<file path="config.mk">
export PLATFORM = sky130hd
export DESIGN_NAME = rt_mem_loader
export DESIGN_NICKNAME = d
export VERILOG_FILES = /design/src/rtl/rt_loader_pkg.sv /design/src/rtl/rt_byte_packer.sv /design/src/rtl/rt_mem_loader.sv
export SDC_FILE = /design/constraint.sdc
export NUM_CORES = 1
export LEC_CHECK = 0
export ABC_AREA = 1
export CORE_MARGIN = 4
export CORE_UTILIZATION = 51
export DETAILED_ROUTE_END_ITERATION = 16
export PLACE_DENSITY = 0.91
export SYNTH_ARGS = -nofsm -noshare
export SYNTH_HDL_FRONTEND = slang
export SYNTH_SLANG_ARGS = --single-unit
</file>
<file path="constraint.sdc">
create_clock -name clk_i -period 2.7 [get_ports clk_i]
set_input_delay 0.675 -clock clk_i [delete_from_list [all_inputs] [get_ports clk_i]]
set_output_delay 0.675 -clock clk_i [all_outputs]
set_load 0.05 [all_outputs]
</file>
<file path="src/rtl/rt_loader_pkg.sv">
// Shared types and constants for the racetrack memory preloader.
// The FSM state enum, port-B drive constants and a counter-width helper live here.
package rt_loader_pkg;

    typedef enum logic [2:0] {
        ST_IDLE,
        ST_COLLECT,
        ST_WRITE,
        ST_WAIT_VALID,
        ST_GAP,
        ST_TAIL,
        ST_DONE,
        ST_ERROR
    } ld_state_e;

    localparam logic [31:0] LIM_FUNCT_NOP = '0;
    localparam logic [3:0]  BE_FULL       = 4'hF;
    localparam int          WORD_BYTES    = 4;

    // One counter serves both the rvalid timeout and the tail delay.
    function automatic int cnt_width(input int a, input int b);
        return $clog2(((a > b) ? a : b) + 1);
    endfunction

endpackage

</file>
<file path="src/rtl/rt_byte_packer.sv">
// Packs an 8-bit valid/ready stream little-endian into 32-bit words.
// Pulses word_valid_o in the cycle the fourth byte of a word is accepted.
module rt_byte_packer
    import rt_loader_pkg::*;
(
    input  logic        clk_i,
    input  logic        rst_ni,
    input  logic        collect_i,
    input  logic        byte_valid_i,
    input  logic [7:0]  byte_data_i,
    output logic        byte_ready_o,
    output logic        word_valid_o,
    output logic [31:0] word_o
);

    logic [1:0]  idx_q, idx_d;
    logic [31:0] word_q, word_d;
    logic        accept;

    assign byte_ready_o = collect_i;
    assign accept       = byte_valid_i && collect_i;
    assign word_valid_o = accept && (idx_q == 2'(WORD_BYTES - 1));
    assign word_o       = word_q;

    // A stalled source simply leaves idx_q/word_q untouched.
    always_comb begin
        idx_d  = idx_q;
        word_d = word_q;
        if (accept) begin
            word_d[8*idx_q +: 8] = byte_data_i;
            idx_d                = idx_q + 2'd1;
        end
    end

    always_ff @(posedge clk_i or negedge rst_ni) begin
        if (!rst_ni) begin
            idx_q  <= '0;
            word_q <= '0;
        end else begin
            idx_q  <= idx_d;
            word_q <= word_d;
        end
    end

endmodule

</file>
<file path="src/rtl/rt_mem_loader.sv">
// Firmware preloader: streams bytes into 32-bit port-B writes of the racetrack
// LiM memory, then raises a sticky fetch enable for the core.
module rt_mem_loader
    import rt_loader_pkg::*;
#(
    parameter int          ADDR_WIDTH     = 22,
    parameter int          NUM_WORDS      = 4153,
    parameter int unsigned BASE_ADDR      = 0,
    parameter int          FUNCT_WIDTH    = 3,
    parameter int          TIMEOUT_CYCLES = 1024,
    parameter int          TAIL_CYCLES    = 3
) (
    input  logic                   clk_i,
    input  logic                   rst_ni,
    input  logic                   start_i,
    input  logic                   byte_valid_i,
    input  logic [7:0]             byte_data_i,
    output logic                   byte_ready_o,
    output logic                   mem_en_o,
    output logic                   mem_we_o,
    output logic [3:0]             mem_be_o,
    output logic [ADDR_WIDTH-1:0]  mem_addr_o,
    output logic [31:0]            mem_wdata_o,
    output logic [FUNCT_WIDTH-1:0] mem_lim_funct_o,
    output logic                   mem_we_funct_o,
    output logic [ADDR_WIDTH-1:0]  mem_addr_range_o,
    input  logic                   mem_rvalid_i,
    output logic                   busy_o,
    output logic                   done_o,
    output logic                   error_o,
    output logic [ADDR_WIDTH-1:0]  words_written_o,
    output logic                   fetch_enable_o
);

    localparam int CNT_W = cnt_width(TIMEOUT_CYCLES, TAIL_CYCLES);

    ld_state_e             state_q, state_d;
    logic [ADDR_WIDTH-1:0] addr_q, addr_d;
    logic [ADDR_WIDTH-1:0] words_q, words_d;
    logic [CNT_W-1:0]      cnt_q, cnt_d;
    logic                  rvalid_q;
    logic                  rv_edge;
    logic                  collect;
    logic                  word_valid;
    logic [31:0]           word;
    logic                  busy;
    logic                  wr_cycle;

    rt_byte_packer u_packer (
        .clk_i        (clk_i),
        .rst_ni       (rst_ni),
        .collect_i    (collect),
        .byte_valid_i (byte_valid_i),
        .byte_data_i  (byte_data_i),
        .byte_ready_o (byte_ready_o),
        .word_valid_o (word_valid),
        .word_o       (word)
    );

    // Only a fresh rising edge completes a write; a held-high level does not.
    assign rv_edge = mem_rvalid_i && !rvalid_q;

    always_comb begin
        state_d  = state_q;
        addr_d   = addr_q;
        words_d  = words_q;
        cnt_d    = cnt_q;
        busy     = 1'b0;
        collect  = 1'b0;
        wr_cycle = 1'b0;
        case (state_q)
            ST_IDLE: begin
                if (start_i) begin
                    if (NUM_WORDS == 0) begin
                        state_d = ST_TAIL;
                        cnt_d   = '0;
                    end else begin
                        state_d = ST_COLLECT;
                    end
                end
            end
            ST_COLLECT: begin
                busy    = 1'b1;
                collect = 1'b1;
                if (word_valid) state_d = ST_WRITE;
            end
            ST_WRITE: begin
                busy     = 1'b1;
                wr_cycle = 1'b1;
                // The WRITE cycle counts as the first cycle of the timeout window.
                cnt_d    = CNT_W'(1);
                state_d  = ST_WAIT_VALID;
            end
            ST_WAIT_VALID: begin
                busy = 1'b1;
                if (rv_edge) begin
                    state_d = ST_GAP;
                end else if (int'(cnt_q) + 1 >= TIMEOUT_CYCLES) begin
                    state_d = ST_ERROR;
                end else begin
                    cnt_d = cnt_q + CNT_W'(1);
                end
            end
            ST_GAP: begin
                busy    = 1'b1;
                addr_d  = addr_q + ADDR_WIDTH'(WORD_BYTES);
                words_d = words_q + ADDR_WIDTH'(1);
                if (words_d == ADDR_WIDTH'(NUM_WORDS)) begin
                    state_d = ST_TAIL;
                    cnt_d   = '0;
                end else begin
                    state_d = ST_COLLECT;
                end
            end
            ST_TAIL: begin
                busy = 1'b1;
                if (int'(cnt_q) + 1 >= TAIL_CYCLES) begin
                    state_d = ST_DONE;
                end else begin
                    cnt_d = cnt_q + CNT_W'(1);
                end
            end
            ST_DONE:  ;
            ST_ERROR: ;
            default:  state_d = ST_IDLE;
        endcase
    end

    always_ff @(posedge clk_i or negedge rst_ni) begin
        if (!rst_ni) begin
            state_q  <= ST_IDLE;
            addr_q   <= ADDR_WIDTH'(BASE_ADDR);
            words_q  <= '0;
            cnt_q    <= '0;
            rvalid_q <= 1'b0;
        end else begin
            state_q  <= state_d;
            addr_q   <= addr_d;
            words_q  <= words_d;
            cnt_q    <= cnt_d;
            rvalid_q <= mem_rvalid_i;
        end
    end

    // Port B is fully quiet whenever the loader does not own it.
    assign busy_o           = busy;
    assign mem_en_o         = wr_cycle;
    assign mem_we_o         = wr_cycle;
    assign mem_be_o         = wr_cycle ? BE_FULL : 4'h0;
    assign mem_addr_o       = busy ? addr_q : '0;
    assign mem_wdata_o      = busy ? word : '0;
    assign mem_lim_funct_o  = FUNCT_WIDTH'(LIM_FUNCT_NOP);
    assign mem_we_funct_o   = 1'b0;
    assign mem_addr_range_o = '0;

    assign done_o          = (state_q == ST_DONE);
    assign error_o         = (state_q == ST_ERROR);
    assign fetch_enable_o  = (state_q == ST_DONE);
    assign words_written_o = words_q;

endmodule

</file>
Yosys cells after proc, flatten, opt, wreduce, memory -nomap -nowiden. Index checks and enable logic that the tools add are counted.

Bits in registers: 93. Input port bits: 13. Output and inout port bits: 113. Word-level logic and storage cells: 63.

Add/sub/neg operators: 6. Order comparisons: 2. Equal/unequal tests: 17. Shifts and indexed selects: 2. Muxes and demuxes: 19. Reduce and logical (&&, ||, !) cells: 10.

Operators by type and width (count): $mux 11 (4); $pmux 11 s4 (1); $neg 5->34 (1); $shift 8x34->32 const A (1); $shiftx 8x34->32 (1); $bwmux 32 (1); $ge 32x12->1 const B (1); $mux 32 (1); $add 22x1->22 const B (1); $add 22x3->22 const B (1); $eq 22x13->1 const B (1); $mux 22 (1); $mux 3 (6); $pmux 3 s6 (1); $add 11x1->12 const B (1); $eq 3x3->1 const B (4); $ge 12x2->1 const B (1); $ne 2x2->1 const B (6); $add 11x1->11 const B (1); $reduce_and 5->1 (2); $eq 3x2->1 const B (2); $reduce_bool 6->1 (1); $reduce_or 5->1 (1); $mux 4 (1); 10 further kinds (14).

Depth between registers and ports, before layout.
Depth in word-level cells: 6. Mapped depth: 17. Mapped depth without buffers: 16.

Modules after synthesis. A second synthesis with hierarchy kept.

Cells, all modules: 809. Area, all modules: 5724.2 um^2.

Modules (own cells, without submodules): rt_mem_loader (times used 1, cells each 622, area each 4174.0 um^2, seq. area each 1426.4 um^2); rt_byte_packer (times used 1, cells each 187, area each 1550.2 um^2, seq. area each 850.8 um^2).

Worst setup path after synthesis. Ideal clock, no wire load.

Kind: register -> output. Start: reg state_q[1]. End: out mem_wdata_o[22]. Data arrival time: 2.187 ns. Data required time: 2.025 ns. Setup slack: -0.162 ns. Stages on the path, launching flop included: 7. Cell sequence: dfrtp_1 -> inv_1 -> nand2_1 -> nor2_2 -> nor2_1 -> clkbuf_1 -> nor2_1.

Word-level cells in the longest chain between the ends: 4. Elaborated cells on any way between the ends: 8. Those cells by class: 5 x eq/ne; 2 x mux; 1 x reduce/logical.

Ends and longest elaborated chain: start, declared (RTL line rt_mem_loader.sv:37) `ld_state_e state_q, state_d;`; start signal, assigned (RTL line rt_mem_loader.sv:137) `state_q <= state_d;`; $eq 3x3->1, or another cell as far along (RTL line rt_mem_loader.sv:71) `case (state_q)`; $reduce_or 5->1 (no source line) *; $mux 1 * (RTL line rt_mem_loader.sv:71); $mux 32 * (RTL line rt_mem_loader.sv:151) `assign mem_wdata_o = busy ? word : '0;`; end, declared (RTL line rt_mem_loader.sv:23) `output logic [31:0] mem_wdata_o,`.

Every way passes the cells marked *; elsewhere a longest branch is shown, timed or not.

Worst setup path in the final report.
Start: reg state_q[2]. End: out error_o.

Word-level cells in the longest chain between the ends: 1.

Ends and longest elaborated chain: $eq 3x3->1 (RTL line rt_mem_loader.sv:157) `assign error_o = (state_q == ST_ERROR);`; end, declared (RTL line rt_mem_loader.sv:30) `output logic error_o,`.

No other way between the ends.

==> results.json <==
{
  "syn-mean-instance-area_sq_um": 7.22,
  "grt_pass1_wl_um": 24700,
  "synth-main-ff-cell": "dfrtp_1",
  "cts_tree": "done",
  "multiInputGateArea_sq_um": 2660,
  "slowest_stage": "clkdlybuf4s50_1",
  "hp-class": "input port to asynchronous set/reset pin",
  "dr.pass1.iters": 5,
  "arrival_ns": 1.94,
  "io_pins": 126,
  "crit_path_start_kind": "flip-flop",
  "yosys_warnings": 0,
  "critical_path_class": "flip-flop to output port",
  "synth_adder_area_share_pct": 2.22,
  "yosys-top-cells-count": "nand2_1 (155), inv_1 (120), nor2_1 (118)",
  "diodes": 0,
  "cts_root_buf": "clkbuf_8",
  "slowest_delay_ns": 0.81,
  "via_per_inst": 5.27,
  "seq_area_sq_um": 2280,
  "wirelength_um": 14600,
  "grt_start_max_net_pins": 43,
  "yosys.area.top_type": "dfrtp_1",
  "ys_seq_area_share_pct": 40.4,
  "path_cells": "nand2_1 > nor2_1 > clkdlybuf4s50_1",
  "final_nets": 894,
  "muxShareOfSynthArea_pct": 0,
  "mappedNetlistArea_sq_um": 5630,
  "max_slew_margin_pct": 53.1,
  "maxSlewViolCount": 0,
  "chipHeight_um": 113,
  "hold_viol": 0,
  "fp-row-count": 38,
  "clock_sinks": 91,
  "p_leak_nw": 3.46,
  "post-route-min-period_ns": 2.62,
  "synthDistinctLibCells": 34,
  "synth_compound_area_share_pct": 6.80,
  "synth_top_family_by_area": "simple AND/OR/NAND/NOR gates",
  "tightestPinTransition_ns": 0.698,
  "pwr_density_cell_nw_per_um2": 1080,
  "cp_top_family": "buffers and inverters",
  "rsz0062_at_grt": "true",
  "track_usage_pct": 23.4,
  "ys_ff_latch": 91,
  "drc": 0,
  "drive_above_1_share_pct": 14.0,
  "crit_fanout": 7,
  "antenna_found_initial": 0,
  "core_sq_um": 10800,
  "syn_inst": 780,
  "synth_area_leaders": "dfrtp_1 (40%), nand2_1 (10%), inv_1 (8.0%)",
  "first_global_vias": 5267,
  "dieArea_sq_um": 12800,
  "dp_hpwl_um": 10900,
  "overflow": 0,
  "yosysMostFrequentCell": "nand2_1",
  "finalSetupViolCount": 0,
  "yosys.area_share.simple_pct": 31.9,
  "skew_ns": 0.0197,
  "clkTransAtPathRegs_ns": 0.11,
  "clkLatencyLatePin_ns": 0.37,
  "yosysTopAreaCellShare_pct": 40.4,
  "crit_path_end_kind": "output port",
  "gp_congestion": 0.889,
  "cts_made_buffers": 9,
  "synth_edf_count": 0,
  "fillers": 822,
  "outcome": "completed",
  "die_w_um": 113,
  "async_flop_share_pct": 100,
  "cap_violations": 0,
  "synthXorXnorAreaFrac_pct": 4.04,
  "total_power_mw": 7.95,
  "utilization_pct": 67.9,
  "vdd.ir_drop.worst_mv": 1.12,
  "critPathRequiredTime_ns": 2.03,
  "clockBufferDepth": 2,
  "period_share_pct": 96.9,
  "drt_iter0_drc": 282,
  "antenna_left": 0,
  "htreeDepth": 3,
  "fmaxAchievable_ghz": 0.382,
  "path_buf_inv": 1,
  "start_util_pct": 51.9,
  "area_growth_pct": 30.6,
  "wl_per_cell_um": 14.4,
  "num_vias": 5354,
  "portBuffers": 97
}
## flip-flops by register name, indices dropped and copies added, names as in the netlist
| signal | count |
|---|---|
| addr_q | 20 |
| u_packer.idx_q | 2 |
| words_written_o | 22 |
| rvalid_q | 1 |
| cnt_q | 11 |
| state_q | 3 |
| u_packer.word_o | 32 |
## cell usage in the layout (no fill, tap or decap), types with 2 or more instances in the layout
master / synthesis / final
clkdlybuf4s50_1: 0 / 34
nand2_1: 155 / 155
nand3_1: 68 / 67
buf_12: 0 / 55
dlymetal6s2s_1: 0 / 2
nor2_1: 118 / 117
clkbuf_8: 0 / 10
nor2_2: 13 / 13
nor3_1: 6 / 6
nand3_2: 2 / 3
inv_1: 120 / 120
conb_1: 1 / 28
o21ai_0: 57 / 57
a21oi_1: 4 / 4
nand3b_1: 2 / 2
nand4_1: 24 / 24
ha_1: 10 / 9
a31oi_1: 3 / 3
nor2_4: 5 / 6
o21bai_1: 2 / 2
clkinv_4: 0 / 3
xor2_1: 25 / 25
buf_4: 36 / 18
nand2_2: 7 / 7
dfrtp_1: 91 / 90
## power breakdown
group	internal (mW)	switching (mW)
clock network	0.376	0.528
registers	1.71	0.271
logic	1.85	3.22
## stage by stage
step | cell area (sq um) | setup WS [ns] | hold WS, ns | std cells | setup TNS (ns)
floorplan | 5730 | -0.162 | 0.379 | 807 | -7.93
global placement | 7140 | 0.307 | 0.475 | 999 | 0
detailed placement | 7140 | 0.187 | 0.501 | 999 | 0
CTS | 7330 | 0.0295 | 0.217 | 1016 | 0
global route | 7360 | -0.000926 | 0.225 | 1016 | -0.00167
finish | 7360 | 0.0839 | 0.213 | 1016 | 0
## worst register-to-register path, delay by kind of cell (launching register included)
kind,cells,cell delay (ns)
adders and majority gates,1,0.27
DFF,1,0.42
and+or+nand+nor,13,1.65
## per-layer routing
metal / GRT usage (%) / part of all wire [%]
met1: 29.3 / 38
met2: 39.6 / 50
met3: 6.63 / 9.0
met4: 6.65 / 2.3
met5: 0 / 0
## path summary, 6_finish.rpt
kind	slack (ns)	cells past startpoint	end	start
min in group clk_i	0.54	2	addr_q[16]	addr_q[16]
max in group asynchronous	1.83	2	addr_q[21]	rst_ni
worst max-delay path	0.08	3	error_o	state_q[2]
worst max register to register	0.26	14	cnt_q[5]	words_written_o[1]
worst min register to register	0.54	2	addr_q[16]	addr_q[16]
worst min-delay path	0.21	1	words_written_o[13]	rst_ni
## repair_timing
| item | CTS | global route |
|---|---|---|
| resized for setup | 0 | 6 |
| pin swaps | 1 | 0 |
| hold endpoints to repair | 0 | 0 |
| buffers inserted | 1 | 0 |
| hold buffers | 0 | 0 |
| endpoints found under the setup margin | 44 | 17 |
## cells by family after synthesis
group,Yosys count
DFF,91
buffers and inverters,177
xor gates and xnor gates,26
adders and majority gates,10
and+or+nand+nor,403
other,1
AOI/OAI and AO/OA,72
## cell type report
cell class                 instances  area share, %
clock buffer                      11           1.92
clock inverter                     5          0.629
inverter                         121           6.17
multi-input combinational        539           36.1
sequential                        91           31.0
tap                              140           2.38
timing repair buffer             109           21.8
Power figures use the tool's default switching activity.
